## src/rtl/rca_pipe_pkg.sv

```systemverilog
// Shared constants and elaboration helpers for the pipelined ripple-carry adder.
package rca_pipe_pkg;

    localparam logic OP_ADD = 1'b0;
    localparam logic OP_SUB = 1'b1;

    function automatic int unsigned slice_width(input int unsigned width,
                                                input int unsigned stages);
        return (stages == 0) ? width : width / stages;
    endfunction

    function automatic bit cfg_is_valid(input int unsigned width, input int unsigned stages);
        return (stages >= 1) && (width >= stages) && ((width % stages) == 0);
    endfunction

endpackage

```

## src/rtl/rca_slice.sv

```systemverilog
// Combinational SW-bit ripple-carry adder built from full-adder equations.
module rca_slice #(
    parameter int unsigned SW = 4
) (
    input  logic [SW-1:0] x,
    input  logic [SW-1:0] y,
    input  logic          ci,
    output logic [SW-1:0] s,
    output logic          co
);

    logic [SW:0] w_c;

    always_comb begin
        w_c    = '0;
        s      = '0;
        w_c[0] = ci;
        for (int i = 0; i < int'(SW); i++) begin
            s[i]     = x[i] ^ y[i] ^ w_c[i];
            w_c[i+1] = (x[i] & y[i]) | (w_c[i] & (x[i] ^ y[i]));
        end
        co = w_c[SW];
    end

endmodule

```

## src/rtl/rca_pipelined_param.sv

```systemverilog
// WIDTH-bit add/subtract split into STAGES registered ripple slices with valid/ready and stall.
// Define OVERFLOW_EN to add the pipelined signed-overflow output ovf.
module rca_pipelined_param
    import rca_pipe_pkg::*;
#(
    parameter int unsigned WIDTH  = 16,
    parameter int unsigned STAGES = 4
) (
    input  logic             clock,
    input  logic             reset,
    input  logic             in_valid,
    output logic             in_ready,
    input  logic [WIDTH-1:0] a,
    input  logic [WIDTH-1:0] b,
    input  logic             cin,
    input  logic             sub,
    output logic             out_valid,
    input  logic             out_ready,
    output logic [WIDTH-1:0] sum,
`ifdef OVERFLOW_EN
    output logic             ovf,
`endif
    output logic             cout
);

    localparam int unsigned SW = slice_width(WIDTH, STAGES);

    if (!cfg_is_valid(WIDTH, STAGES)) begin : g_cfg_error
        $error("rca_pipelined_param: WIDTH must be a nonzero multiple of STAGES");
    end

    logic             w_stall;
    logic [WIDTH-1:0] w_b_eff;
    logic             w_cin_eff;

    // Subtract is a + ~b + ~cin, so b is inverted once on entry and skewed already inverted.
    assign w_b_eff   = (sub == OP_ADD) ? b : ~b;
    assign w_cin_eff = (sub == OP_SUB) ? ~cin : cin;
    assign w_stall   = out_valid && !out_ready;
    assign in_ready  = !w_stall;

    for (genvar k = 0; k < int'(STAGES); k++) begin : g_stage
        localparam int unsigned PW = WIDTH - k * SW;
        localparam int unsigned LW = (k + 1) * SW;

        logic [PW-1:0] w_a_in;
        logic [PW-1:0] w_b_in;
        logic          w_v_in;
        logic          w_c_in;
        logic [SW-1:0] w_s;
        logic          w_co;
        logic [LW-1:0] w_s_next;

        logic          r_v;
        logic          r_c;
        logic [LW-1:0] r_s;

        if (k == 0) begin : g_head
            assign w_a_in   = a;
            assign w_b_in   = w_b_eff;
            assign w_v_in   = in_valid;
            assign w_c_in   = w_cin_eff;
            assign w_s_next = w_s;
        end else begin : g_body
            assign w_a_in   = g_stage[k-1].g_skew.r_a;
            assign w_b_in   = g_stage[k-1].g_skew.r_b;
            assign w_v_in   = g_stage[k-1].r_v;
            assign w_c_in   = g_stage[k-1].r_c;
            assign w_s_next = {w_s, g_stage[k-1].r_s};
        end

        rca_slice #(
            .SW(SW)
        ) u_slice (
            .x (w_a_in[SW-1:0]),
            .y (w_b_in[SW-1:0]),
            .ci(w_c_in),
            .s (w_s),
            .co(w_co)
        );

        always_ff @(posedge clock) begin
            if (reset) begin
                r_v <= 1'b0;
                r_c <= 1'b0;
                r_s <= '0;
            end else if (!w_stall) begin
                r_v <= w_v_in;
                r_c <= w_co;
                r_s <= w_s_next;
            end
        end

        // Operand bits not yet consumed travel alongside the beat.
        if (k < int'(STAGES) - 1) begin : g_skew
            logic [PW-SW-1:0] r_a;
            logic [PW-SW-1:0] r_b;

            always_ff @(posedge clock) begin
                if (reset) begin
                    r_a <= '0;
                    r_b <= '0;
                end else if (!w_stall) begin
                    r_a <= w_a_in[PW-1:SW];
                    r_b <= w_b_in[PW-1:SW];
                end
            end
        end
    end

    assign out_valid = g_stage[STAGES-1].r_v;
    assign sum       = g_stage[STAGES-1].r_s;
    assign cout      = g_stage[STAGES-1].r_c;

`ifdef OVERFLOW_EN
    logic w_c_msb;
    logic r_ovf;

    // Carry into the MSB recovered from the MSB sum bit and its operand bits.
    assign w_c_msb = g_stage[STAGES-1].w_s[SW-1] ^ g_stage[STAGES-1].w_a_in[SW-1]
                   ^ g_stage[STAGES-1].w_b_in[SW-1];

    always_ff @(posedge clock) begin
        if (reset) begin
            r_ovf <= 1'b0;
        end else if (!w_stall) begin
            r_ovf <= w_c_msb ^ g_stage[STAGES-1].w_co;
        end
    end

    assign ovf = r_ovf;
`endif

endmodule

```

## config.mk

```make
export PLATFORM = sky130hd
export DESIGN_NAME = rca_pipelined_param
export DESIGN_NICKNAME = d
export VERILOG_FILES = /design/src/rtl/rca_pipe_pkg.sv /design/src/rtl/rca_slice.sv /design/src/rtl/rca_pipelined_param.sv
export SDC_FILE = /design/constraint.sdc
export NUM_CORES = 1
export LEC_CHECK = 0
export BUFFER_PORTS_ARGS = -buffer_cell sky130_fd_sc_hd__buf_2
export CORE_MARGIN = 4
export CORE_UTILIZATION = 25
export DETAILED_ROUTE_END_ITERATION = 10
export GPL_TIMING_DRIVEN = 1
export SLEW_MARGIN = 10
export SYNTH_ARGS = -nofsm -noshare
export SYNTH_HDL_FRONTEND = slang
export SYNTH_SLANG_ARGS = --single-unit
```

## constraint.sdc

```tcl
create_clock -name clock -period 4.3 [get_ports clock]
set_clock_uncertainty 0.15 [all_clocks]
set_input_delay 0.645 -clock clock [delete_from_list [all_inputs] [get_ports clock]]
set_output_delay 0.645 -clock clock [all_outputs]
set_load 0.005 [all_outputs]
```

==> run summary, run 1 <==
OUTCOME
---------------------------------------------------------------------------------
Status ............................................................. finished clean

LAYOUT
---------------------------------------------------------------------------------
Post-layout nets ...................................................          546
Fillcell total .....................................................        1,644
Total non-filler cell area in the finished layout ..................     4650 um2
Ratio of cells with drive above 1 in the final layout ..............        19.1%
Antenna diode count ................................................            0
Non-Filler Instances ...............................................          708
Area of the multi-input gates ......................................     1750 um2
Register area ......................................................     1920 um2
Area growth, synth to finish .......................................        17.1%

CTS
---------------------------------------------------------------------------------
Post-CTS setup buffers .............................................            0
Clock tree sinks ...................................................           96
Maximum clock insertion buffer count ...............................            2
Resize count post-CTS ..............................................            0
Clock-pin slew on the worst setup and hold paths ...................        60 ps
TritonCTS Buffers ..................................................            9
CTS Hold Bufs ......................................................            0
Number of H-tree levels ............................................            3
Buffer cell driving the clock tree root ............................ sky130_fd_sc_hd__clkbuf_16
Clock Latency Late Sink ............................................       340 ps
TritonCTS clock tree ...............................................          yes

YOSYS
---------------------------------------------------------------------------------
Fraction of registers with async set or reset after synthesis ......           0%
Warning count from the yosys run ...................................            0
Synth Area per Inst ................................................     8.73 um2
Synth unique cells .................................................           16
Most area-hungry cell type in the Yosys netlist .................... sky130_fd_sc_hd__dfxtp_1
Portion of synthesized cell area occupied by the leading cell type .        48.4%
Xor/xnor cell area share of the yosys netlist ......................        3.75%
Net Count, Synth ...................................................          509
Compound-cell area share of the yosys netlist ......................        15.8%
Largest family of logic cells by synthesized area .................. simple AND/OR/NAND/NOR gates
Leading cell type by number of instances after synthesis ........... sky130_fd_sc_hd__nand2_1
Area of the mapped netlist .........................................     3970 um2
Fraction of the mapped netlist area in adder cells .................        8.07%
Register area share after synthesis ................................        48.4%
Cell types occupying the most area after synthesis ................. sky130_fd_sc_hd__dfxtp_1 (48%), sky130_fd_sc_hd__nand2_1 (14%), sky130_fd_sc_hd__a21oi_1 (9.1%)
Number of storage elements in the synthesis netlist ................           96
Main flop type after synthesis ..................................... sky130_fd_sc_hd__dfxtp_1
Post-synthesis cell count ..........................................          455
Number of enable-type register cells in the synthesized netlist ....            0
Fraction of synthesized area in multiplexers .......................           0%
Simple-gate portion of the synthesized area ........................        16.3%
Top cell types by occurrence after synthesis ....................... sky130_fd_sc_hd__nand2_1 (144), sky130_fd_sc_hd__dfxtp_1 (96), sky130_fd_sc_hd__a21oi_1 (72)

CRITICAL PATH
---------------------------------------------------------------------------------
CP startpoint kind ................................................. primary input
Worst path max stage delay .........................................       410 ps
Arrival time at the worst endpoint .................................      2610 ps
Critical path class ................................................    in -> reg
Top fanout value on the critical path ..............................            3
Critical path origin ...............................................          sub
Cell with the largest stage delay on the worst path ................ sky130_fd_sc_hd__fa_1
Critical path capture point type ...................................     register
Depth of the worst register-to-register path .......................            8
Endpoint of the worst setup timing path ............................ g_stage[0].r_s[3]
Worst flop-to-flop path endpoint ................................... g_stage[2].r_s[11]
Setup slack of the most critical reg-to-reg path ...................      1960 ps
Critical Path Most Common Cell ..................................... sky130_fd_sc_hd__fa_1
Data required time at the worst endpoint ...........................      4320 ps
Worst path cell trace .............................................. buf_2 > xnor2_1 > fa_1 > inv_1 > fa_1 > inv_1 > fa_1 > inv_1 > fa_1 > nand2_1 > a21oi_1
Beginning of the worst register-to-register path ................... g_stage[1].r_c

GLOBAL ROUTE
---------------------------------------------------------------------------------
Wire length of the first global-routing pass .......................      13.9 mm
Antenna violations before repair ...................................            0
Global routing met2 resource utilization ...........................        14.0%
Largest net degree at the start of global routing ..................           97
Overflow left after global routing .................................            0
Number of global-route vias before repair ..........................        2,740
Global-route met3 utilization ......................................        2.25%
Global-route met1 utilization ......................................        13.1%
All-Layer GR Usage .................................................        9.63%
Busiest layer in global routing ....................................         met2

STA
---------------------------------------------------------------------------------
Max-slew headroom at the worst pin .................................        26.1%
Final-report hold violation count ..................................            0
Total negative setup slack .........................................         0 ps
RSZ-0062 raised after global routing ...............................           no
Final slew viol count ..............................................            0
Maximum operating frequency ........................................      386 MHz
Slew at the pin closest to its max-slew limit ......................      1110 ps
Min cycle time layout ..............................................      2590 ps
Final setup violation count ........................................            0
Final cycle utilization of the critical path .......................        60.2%

FLOORPLAN
---------------------------------------------------------------------------------
Starting density of the core .......................................        25.8%
Die boundary width .................................................       134 um
Area of the placeable core .........................................   15,400 um2
Die height .........................................................       134 um
Die area ...........................................................   18,000 um2
Total number of placement rows .....................................           45
I/O pins ...........................................................           57

PWR
---------------------------------------------------------------------------------
Power per unit of standard cell area ...............................   421 nW/um2
Total power ........................................................      1950 uW
Peak supply drop ...................................................     0.160 mV
Static leakage .....................................................   0.00185 uW

ROUTE
---------------------------------------------------------------------------------
DR WL/cell .........................................................      11.7 um
DRT iter0 DRCs .....................................................          173
Detailed-route via count ...........................................        2,858
Count of unresolved DRC violations after routing ...................            0
Number of detailed-routing iterations run before antenna repair ....            4
Antenna-violating nets left ........................................            0
Number of vias per cell after detailed routing .....................         4.04
Aggregate routed wire length .......................................      8.30 mm

PLACE
---------------------------------------------------------------------------------
Port Buffer Count ..................................................           56
Final weighted congestion in routability-driven placement ..........        0.675
Placed cell count ..................................................          692
Post-DP HPWL .......................................................      5.46 mm
Post-placement cell area ...........................................     4350 um2

RUN
---------------------------------------------------------------------------------
# Max-Cap Violations ...............................................            0

WORST HOLD PATH
---------------------------------------------------------------------------------
Path class of the lowest-slack min-delay path ......................   reg -> reg

==> flip-flops by register name, summed over array words and instances (netlist names) <==
| register | cells |
|---|---|
| g_stage.r_v | 3 |
| g_stage.r_s | 24 |
| g_stage.g_skew.r_a | 24 |
| g_stage.r_c | 3 |
| out_valid | 1 |
| sum | 16 |
| cout | 1 |
| g_stage.g_skew.r_b | 24 |
==> layer usage <==
layer | part of all wire, % | up-vias | wire, um
met5 | 0 | - | 0
met3 | 3.1 | 12 | 256
li1 | - | 1510 | -
met4 | 2.9 | 0 | 242
met2 | 45 | 38 | 3720
met1 | 49 | 1298 | 4080
==> how the worst min path moves through the flow <==
stage | startpoint | endpoint | slack (ps) | depth (start not counted)
2_1_floorplan | g_stage[0].g_skew.r_a[1] | g_stage[0].g_skew.r_a[1] | 280 | 2
6_report | sum[0] | sum[0] | 300 | 2
3_5_place_dp | sum[0] | sum[0] | 290 | 2
4_1_cts | sum[0] | sum[0] | 300 | 2
3_3_place_gp | sum[2] | sum[2] | 290 | 2
5_1_grt | sum[1] | sum[1] | 310 | 2
==> critical path: cells and delay by family <==
kind                       cells  cell delay, ps
buffers and inverters          4             360
AOI/OAI and AO/OA              1              60
adders and majority gates      4            1310
and+or+nand+nor                1              70
xor gates and xnor gates       1             160
==> final cells by class <==
type | count | share of cell area [%]
clock buffers | 12 | 5.30
clock inverters | 4 | 1.13
inverters | 27 | 2.23
multi-input cells | 298 | 37.6
flip-flops and latches | 96 | 41.4
well taps | 211 | 5.68
repair buffers | 60 | 6.73
==> layout by cell type, fill, tap and decap left out <==
| master | Yosys | final |
|---|---|---|
| sky130_fd_sc_hd__bufinv_16 | 0 | 1 |
| sky130_fd_sc_hd__dfxtp_1 | 96 | 96 |
| sky130_fd_sc_hd__clkbuf_1 | 11 | 2 |
| sky130_fd_sc_hd__clkbuf_8 | 0 | 1 |
| sky130_fd_sc_hd__xnor2_1 | 13 | 13 |
| sky130_fd_sc_hd__nand2_1 | 144 | 144 |
| sky130_fd_sc_hd__buf_4 | 7 | 5 |
| sky130_fd_sc_hd__clkinv_4 | 0 | 1 |
| sky130_fd_sc_hd__inv_6 | 0 | 1 |
| sky130_fd_sc_hd__a211oi_2 | 19 | 19 |
| sky130_fd_sc_hd__clkbuf_16 | 0 | 9 |
| sky130_fd_sc_hd__xor2_1 | 4 | 4 |
| sky130_fd_sc_hd__buf_2 | 12 | 55 |
| sky130_fd_sc_hd__a21oi_1 | 72 | 72 |
| sky130_fd_sc_hd__clkinv_2 | 0 | 1 |
| sky130_fd_sc_hd__inv_4 | 1 | 1 |
| sky130_fd_sc_hd__nor2_1 | 25 | 25 |
| sky130_fd_sc_hd__a211oi_1 | 4 | 4 |
| sky130_fd_sc_hd__fa_1 | 16 | 16 |
| sky130_fd_sc_hd__inv_1 | 26 | 26 |
| sky130_fd_sc_hd__nor2b_4 | 1 | 1 |
==> per-stage QoR <==
| stage | utilization (%) | setup WS (ps) | hold WS, ps |
|---|---|---|---|
| detailed placement | 28.3 | 1340 | 291 |
| floorplan | - | 1340 | 282 |
| global route | 30.2 | 1580 | 311 |
| CTS | 30.2 | 1690 | 300 |
| finish | 30.2 | 1710 | 295 |
| global placement | 28.3 | 1410 | 286 |
==> where the power goes <==
part | internal, uW | switching, uW | total [uW]
registers | 949 | 30.1 | 979
logic | 79.7 | 96.1 | 176
clock network | 469 | 330 | 799
total | 1500 | 456 | 1950
==> logic make-up (layout without fill, tap and decap cells) <==
| logic type | count (synthesis) | count (layout) |
|---|---|---|
| compound gates | 95 | 95 |
| simple gates | 170 | 170 |
| flops | 96 | 96 |
| fa+ha+maj | 16 | 16 |
| xor+xnor | 17 | 17 |
| buf+inv | 61 | 103 |
Power figures use the tool's default switching activity.
==> run 2, diff against run 1 <==
==> constraint.sdc (replaced) <==
create_clock -name clock -period 2.5 [get_ports clock]
set_clock_uncertainty 0.15 [all_clocks]
set_input_delay 0.375 -clock clock [delete_from_list [all_inputs] [get_ports clock]]
set_output_delay 0.375 -clock clock [all_outputs]
set_load 0.005 [all_outputs]
==> run 2 against run 1 <==
  * Sequential cell count is the same
  * First-iteration DRC count shrank 13%
  * Worst setup slack lost 1600 ps
  * Clock-buffer cell count shrank 3
  * Clock power grew 75%
  * Die area is the same
  * Worst hold slack lost 170 ps
  * Register-to-register slack lost 1800 ps
  * Critical path depth shrank 3
  * Non-clock buffer count grew 5
  * Cell area grew 2.0%
==> run summary, run 2 (same netlist as run 1, synthesis figures left out) <==
GLOBAL ROUTE
---------------------------------------------------------------------------------
Largest net degree at the start of global routing ..................           78   -20%
All-Layer GR Usage .................................................        9.82%   +0.19 points
Number of global-route vias before repair ..........................        3,021   +10%
Wire length of the first global-routing pass .......................      14.1 mm   +1.6%
Overflow left after global routing .................................            0   unchanged
Antenna violations before repair ...................................            0   unchanged

PWR
---------------------------------------------------------------------------------
Pint ...............................................................      2560 uW   +71%
Switching share of power ...........................................        24.6%   +1.3 points
Part of the power in combinational logic ...........................         9.3%   +0.3 points
Reg power frac .....................................................        49.5%   -0.6 points
Net switching power ................................................       836 uW   +83%
Peak supply drop ...................................................     0.257 mV   +61%
Static leakage .....................................................   0.00189 uW   +2.0%
Power per unit of standard cell area ...............................   718 nW/um2   +71%
Part of the power in the clock network .............................        41.2%   +0.3 points

STA
---------------------------------------------------------------------------------
Final cycle utilization of the critical path .......................        95.2%
Maximum operating frequency ........................................      420 MHz
Final setup violation count ........................................            0   unchanged
Min cycle time layout ..............................................      2380 ps
Min Hold Slack .....................................................       123 ps   -172 ps
Final-report hold violation count ..................................            0   unchanged
Fin worst setup slack ..............................................       121 ps   -1590 ps
RSZ-0062 raised after global routing ...............................           no
Final slew viol count ..............................................            0   unchanged
Max-slew headroom at the worst pin .................................        47.3%   +21 points
Slew at the pin closest to its max-slew limit ......................       791 ps   -317 ps

FLOORPLAN
---------------------------------------------------------------------------------
Die boundary width .................................................       134 um   unchanged
Die height .........................................................       134 um   unchanged
Die area ...........................................................   18,000 um2   unchanged
I/O pins ...........................................................           57   unchanged
Area of the placeable core .........................................   15,400 um2   unchanged
Starting density of the core .......................................        25.8%   unchanged
Total number of placement rows .....................................           45   unchanged

CTS
---------------------------------------------------------------------------------
Post-CTS setup buffers .............................................            0   unchanged
CTS Hold Bufs ......................................................            0   unchanged
Clock tree sinks ...................................................           96   unchanged
Number of H-tree levels ............................................            3   unchanged
Resize count post-CTS ..............................................            0   unchanged
Maximum clock insertion buffer count ...............................            2   unchanged
Buffer cell driving the clock tree root ............................ sky130_fd_sc_hd__clkbuf_16
TritonCTS Buffers ..................................................            9   unchanged
Clock-pin slew on the worst setup and hold paths ...................        70 ps   about the same
Clock Latency Late Sink ............................................       350 ps   about the same
TritonCTS clock tree ...............................................          yes

LAYOUT
---------------------------------------------------------------------------------
Ratio of cells with drive above 1 in the final layout ..............        21.5%   +2.4 points
Antenna diode count ................................................            0   unchanged
Total non-filler cell area in the finished layout ..................     4740 um2   +2.0%
Area growth, synth to finish .......................................        19.4%
Regs by FF count ................................................... g_stage.g_skew.r_a (24), g_stage.g_skew.r_b (24), g_stage.r_s (24)
Commonest non-fill, non-tap cell in the layout ..................... sky130_fd_sc_hd__nand2_1
Register area ......................................................     1920 um2   unchanged
Post-layout nets ...................................................          551   +0.92%
Area of the multi-input gates ......................................     1770 um2   +1.5%
Fillcell total .....................................................        1,632   -0.73%
Non-Filler Instances ...............................................          713   +0.71%
Leading cell types in the layout, fill and taps excluded ........... sky130_fd_sc_hd__nand2_1 (144), sky130_fd_sc_hd__dfxtp_1 (96), sky130_fd_sc_hd__a21oi_1 (72)

PLACE
---------------------------------------------------------------------------------
Placed cell count ..................................................          697   +0.72%
Post-DP HPWL .......................................................      5.70 mm   +4.5%
Final weighted congestion in routability-driven placement ..........        0.744   +10%
Post-placement cell area ...........................................     4440 um2   +2.0%
Port Buffer Count ..................................................           56   unchanged
Worst slack at placement ...........................................     -62.6 ps   -1400 ps

ROUTE
---------------------------------------------------------------------------------
Number of detailed-routing iterations run before antenna repair ....            4   unchanged
Antenna-violating nets left ........................................            0   unchanged
DR WL/cell .........................................................      11.7 um   about the same
Count of unresolved DRC violations after routing ...................            0   unchanged
Detailed-route via count ...........................................        2,924   +2.3%
Aggregate routed wire length .......................................      8.36 mm   +0.78%
Number of vias per cell after detailed routing .....................         4.10   +1.6%
DRT iter0 DRCs .....................................................          150   -13%

CRITICAL PATH
---------------------------------------------------------------------------------
Worst path cell trace .............................................. fa_1 > inv_1 > fa_1 > inv_1 > fa_1 > inv_1 > fa_1 > a211oi_2
Number of buffer and inverter instances along the worst setup path .            3   -1
Top fanout value on the critical path ..............................            2   -1
Critical path capture point type ...................................     register
CP startpoint kind .................................................     register
Worst path max stage delay .........................................       430 ps   +20 ps
Arrival time at the worst endpoint .................................      2500 ps   -110 ps
Cell with the largest stage delay on the worst path ................ sky130_fd_sc_hd__fa_1
Cell type group with the largest total delay on the critical path ..  adder cells
Critical path class ................................................   reg -> reg
Critical Path Most Common Cell ..................................... sky130_fd_sc_hd__fa_1
Data required time at the worst endpoint ...........................      2620 ps   -1700 ps

WORST HOLD PATH
---------------------------------------------------------------------------------
Path class of the lowest-slack min-delay path ......................    in -> reg

OUTCOME
---------------------------------------------------------------------------------
Status ............................................................. finished clean

RUN
---------------------------------------------------------------------------------
# Max-Cap Violations ...............................................            0   unchanged

run 2: cell types whose count changed in the layout (fill, tap and decap cells not counted), moves of 2 or more:
cell / delta
sky130_fd_sc_hd__fa_1: -3
sky130_fd_sc_hd__inv_1: -2
sky130_fd_sc_hd__fa_2: +3
sky130_fd_sc_hd__buf_4: +3
sky130_fd_sc_hd__clkbuf_1: -2
sky130_fd_sc_hd__buf_12: +2
sky130_fd_sc_hd__inv_2: +2
run 2: area by class of cell:
| type | count | share of cell area [%] |
|---|---|---|
| inverters | 27 | 2.19 |
| well taps | 211 | 5.57 |
| clock buffers | 9 | 4.75 |
| flip-flops and latches | 96 | 40.6 |
| clock inverters | 7 | 1.61 |
| multi-input cells | 298 | 37.4 |
| repair buffers | 65 | 7.92 |
run 2: path summary, 6_finish.rpt:
kind                        from                       end  slack, ps  depth (start not counted)
hold / removal             a[11]  g_stage[0].g_skew.r_a[7]        120                          3
setup reg to reg  g_stage[2].r_c                   sum[15]        120                          8
hold reg to reg           sum[2]                    sum[2]        300                          2
setup / recovery  g_stage[2].r_c                   sum[15]        120                          8
run 2: stage by stage:
| stage | total power (uW) | utilization [%] | setup TNS [ps] |
|---|---|---|---|
| 2_1_floorplan | 1940 | - | -65.0 |
| 3_5_place_dp | 2040 | 28.9 | -62.6 |
| 5_1_grt | 3560 | 30.8 | 0 |
| 4_1_cts | 3460 | 30.8 | 0 |
| 6_report | 3400 | 30.8 | 0 |
| 3_3_place_gp | 2030 | 28.9 | -7.72 |
run 2: worst reg2reg max path: stages (launching register included):
cell and delay [ps]:
sky130_fd_sc_hd__dfxtp_1 330, sky130_fd_sc_hd__fa_1 410, sky130_fd_sc_hd__inv_1 80, sky130_fd_sc_hd__fa_1 160, sky130_fd_sc_hd__inv_1 50, sky130_fd_sc_hd__fa_1 420
sky130_fd_sc_hd__inv_1 100, sky130_fd_sc_hd__fa_1 430, sky130_fd_sc_hd__a211oi_2 190
run 2: metal layers:
layer / track usage (%) / vias to the layer above / part of all wire [%]
met5: 0 / - / 0
met4: 4.07 / 0 / 1.5
met3: 2.89 / 13 / 3.8
met2: 15.8 / 44 / 46
met1: 12.3 / 1344 / 49
li1: - / 1523 / -
run 2: power by group through the flow:
stage | combinational, uW | sequential (uW) | clock, uW
6_report | 316 | 1680 | 1400
3_3_place_gp | 313 | 1720 | 0
2_1_floorplan | 229 | 1710 | 0
3_5_place_dp | 321 | 1720 | 0
5_1_grt | 365 | 1700 | 1500
4_1_cts | 324 | 1690 | 1440
==> run 3, diff against run 2 <==
==> constraint.sdc (replaced) <==
create_clock -name clock -period 2.5 [get_ports clock]
set_clock_uncertainty 0.15 [all_clocks]
set_input_delay 0.5 -clock clock [delete_from_list [all_inputs] [get_ports clock]]
set_output_delay 0.5 -clock clock [all_outputs]
set_load 0.005 [all_outputs]
==> run 3 against run 2 <==
  * Sequential cell count stayed put
  * Cell area is 0.18% lower
  * Clock-buffer cell count is 3 higher
  * Register-to-register slack hardly changed
  * Cell count is 0.14% lower
  * Total power is 1.4% lower
  * Worst hold slack better by 140 ps
  * Combinational power hardly changed
  * Highest routed layer unchanged
==> run summary, run 3 (same netlist as run 1, synthesis figures left out) <==
OUTCOME
---------------------------------------------------------------------------------
Status ............................................................. finished clean

GLOBAL ROUTE
---------------------------------------------------------------------------------
Antenna violations before repair ...................................            0   unchanged
Number of global-route vias before repair ..........................        2,910   -3.7%
Largest net degree at the start of global routing ..................           78   unchanged
Wire length of the first global-routing pass .......................      14.0 mm   -0.59%
All-Layer GR Usage .................................................        9.78%   -0.043 points
Overflow left after global routing .................................            0   unchanged

CRITICAL PATH
---------------------------------------------------------------------------------
Number of buffer and inverter instances along the worst setup path .            3   unchanged
Data required time at the worst endpoint ...........................      2600 ps   -20 ps
Worst path cell trace .............................................. fa_1 > inv_1 > fa_1 > inv_1 > fa_1 > inv_1 > fa_1 > a211oi_2
Critical path capture point type ...................................     register
Depth of the worst register-to-register path .......................            8   unchanged
Total number of cells along the worst setup path ...................            8   unchanged
Beginning of the worst register-to-register path ................... g_stage[2].r_c
Arrival time at the worst endpoint .................................      2480 ps   -20 ps
Critical path class ................................................   reg -> reg
Critical path origin ............................................... g_stage[2].r_c
Cell with the largest stage delay on the worst path ................ sky130_fd_sc_hd__fa_1
Worst flop-to-flop path endpoint ...................................      sum[15]
Setup slack of the most critical reg-to-reg path ...................       120 ps   about the same
Top fanout value on the critical path ..............................            2   unchanged
Worst path max stage delay .........................................       420 ps   about the same
Cell type group with the largest total delay on the critical path ..  adder cells
CP startpoint kind .................................................     register
Critical Path Most Common Cell ..................................... sky130_fd_sc_hd__fa_1
Endpoint of the worst setup timing path ............................      sum[15]

LAYOUT
---------------------------------------------------------------------------------
Post-layout nets ...................................................          550   -0.18%
Antenna diode count ................................................            0   unchanged
Fillcell total .....................................................        1,633   +0.061%
Total non-filler cell area in the finished layout ..................     4730 um2   -0.18%
Area growth, synth to finish .......................................        19.1%
Area of the multi-input gates ......................................     1770 um2   unchanged
Ratio of cells with drive above 1 in the final layout ..............        21.4%   -0.16 points
Register area ......................................................     1920 um2   unchanged
Commonest non-fill, non-tap cell in the layout ..................... sky130_fd_sc_hd__nand2_1
Leading cell types in the layout, fill and taps excluded ........... sky130_fd_sc_hd__nand2_1 (144), sky130_fd_sc_hd__dfxtp_1 (96), sky130_fd_sc_hd__a21oi_1 (72)
Regs by FF count ................................................... g_stage.g_skew.r_a (24), g_stage.g_skew.r_b (24), g_stage.r_s (24)

CTS
---------------------------------------------------------------------------------
Clock-pin slew on the worst setup and hold paths ...................        70 ps   about the same
Buffer cell driving the clock tree root ............................ sky130_fd_sc_hd__clkbuf_16
CTS Hold Bufs ......................................................            0   unchanged
Maximum clock insertion buffer count ...............................            2   unchanged
Clock tree sinks ...................................................           96   unchanged
TritonCTS clock tree ...............................................          yes
Post-CTS setup buffers .............................................            0   unchanged
Resize count post-CTS ..............................................            0   unchanged
Clock Latency Late Sink ............................................       330 ps   -20 ps
Number of H-tree levels ............................................            3   unchanged
TritonCTS Buffers ..................................................            9   unchanged

FLOORPLAN
---------------------------------------------------------------------------------
Total number of placement rows .....................................           45   unchanged
I/O pins ...........................................................           57   unchanged
Die boundary width .................................................       134 um   unchanged
Area of the placeable core .........................................   15,400 um2   unchanged
Starting density of the core .......................................        25.8%   unchanged
Die height .........................................................       134 um   unchanged
Die area ...........................................................   18,000 um2   unchanged

STA
---------------------------------------------------------------------------------
Total negative setup slack .........................................         0 ps   unchanged
Final setup violation count ........................................            0   unchanged
Slew at the pin closest to its max-slew limit ......................       420 ps   -371 ps
Maximum operating frequency ........................................      421 MHz   +0.13%
Fin worst setup slack ..............................................       124 ps   +3.10 ps
Min Hold Slack .....................................................       261 ps   +137 ps
Final cycle utilization of the critical path .......................        95.0%   -0.12 points
RSZ-0062 raised after global routing ...............................           no
Final-report hold violation count ..................................            0   unchanged
Min cycle time layout ..............................................      2380 ps   -3.10 ps
Max-slew headroom at the worst pin .................................        72.0%   +25 points
Final slew viol count ..............................................            0   unchanged

PWR
---------------------------------------------------------------------------------
Part of the power in combinational logic ...........................         9.5%   +0.2 points
Peak supply drop ...................................................     0.313 mV   +21%
Net switching power ................................................       808 uW   -3.4%
Part of the power in the clock network .............................        40.3%   -0.9 points
Switching share of power ...........................................        24.1%   -0.52 points
Total power ........................................................      3360 uW   -1.4%
Reg power frac .....................................................        50.3%   +0.8 points
Static leakage .....................................................   0.00189 uW   -0.24%
Power per unit of standard cell area ...............................   709 nW/um2   -1.2%
Pint ...............................................................      2550 uW   -0.67%

PLACE
---------------------------------------------------------------------------------
Final weighted congestion in routability-driven placement ..........        0.725   -2.5%
Port Buffer Count ..................................................           56   unchanged
Post-placement cell area ...........................................     4430 um2   -0.17%
Post-DP HPWL .......................................................      5.92 mm   +3.7%
Worst slack at placement ...........................................      -227 ps   -164 ps

ROUTE
---------------------------------------------------------------------------------
Detailed-route via count ...........................................        2,924   unchanged
DRT iter0 DRCs .....................................................          171   +14%
Number of vias per cell after detailed routing .....................         4.11   +0.14%
Antenna-violating nets left ........................................            0   unchanged
Aggregate routed wire length .......................................      8.51 mm   +1.8%
Number of detailed-routing iterations run before antenna repair ....            4   unchanged
Count of unresolved DRC violations after routing ...................            0   unchanged
DR WL/cell .........................................................      12.0 um   +1.9%

RUN
---------------------------------------------------------------------------------
# Max-Cap Violations ...............................................            0   unchanged

WORST HOLD PATH
---------------------------------------------------------------------------------
Path class of the lowest-slack min-delay path ......................    in -> reg

## run 3: final cells by class
| cell class | count | area share [%] |
|---|---|---|
| Clock buffer | 12 | 5.63 |
| Clock inverter | 4 | 0.714 |
| Inverter | 27 | 2.20 |
| Multi-Input combinational cell | 298 | 37.5 |
| Sequential cell | 96 | 40.6 |
| Tap cell | 211 | 5.58 |
| Timing Repair Buffer | 64 | 7.78 |
## run 3: stage by stage
step,utilization [%],cells
2_1_floorplan,-,455
3_3_place_gp,28.8,696
3_5_place_dp,28.8,696
4_1_cts,30.8,712
5_1_grt,30.8,712
6_report,30.8,712
## run 3: worst register-to-register path, delay by kind of cell (launching register included)
family	cells	cell delay, ps
flops	1	330
fa+ha+maj	4	1420
buf+inv	3	230
compound gates	1	180
## run 3: how the worst min path moves through the flow
stage                             startpoint                        to  slack (ps)  cells after the start
global route                            a[5]  g_stage[0].g_skew.r_a[1]         260                      3
floorplan           g_stage[0].g_skew.r_a[1]  g_stage[0].g_skew.r_a[1]         280                      2
detailed placement                    sum[0]                    sum[0]         290                      2
finish                                  a[5]  g_stage[0].g_skew.r_a[1]         260                      3
CTS                                     a[6]  g_stage[0].g_skew.r_a[2]         250                      3
global placement                      sum[2]                    sum[2]         290                      2
## run 3: power groups by stage
stage	registers (uW)	logic, uW	clock network (uW)
finish	1690	317	1350
global route	1700	364	1470
CTS	1690	324	1410
detailed placement	1720	322	0
global placement	1720	313	0
floorplan	1710	229	0
## run 3: routing by layer
metal  share of wire (%)  track usage, %
met5                   0               0
met4                 1.8            4.07
met3                 2.7            2.25
met2                  45            15.6
met1                  50            12.8
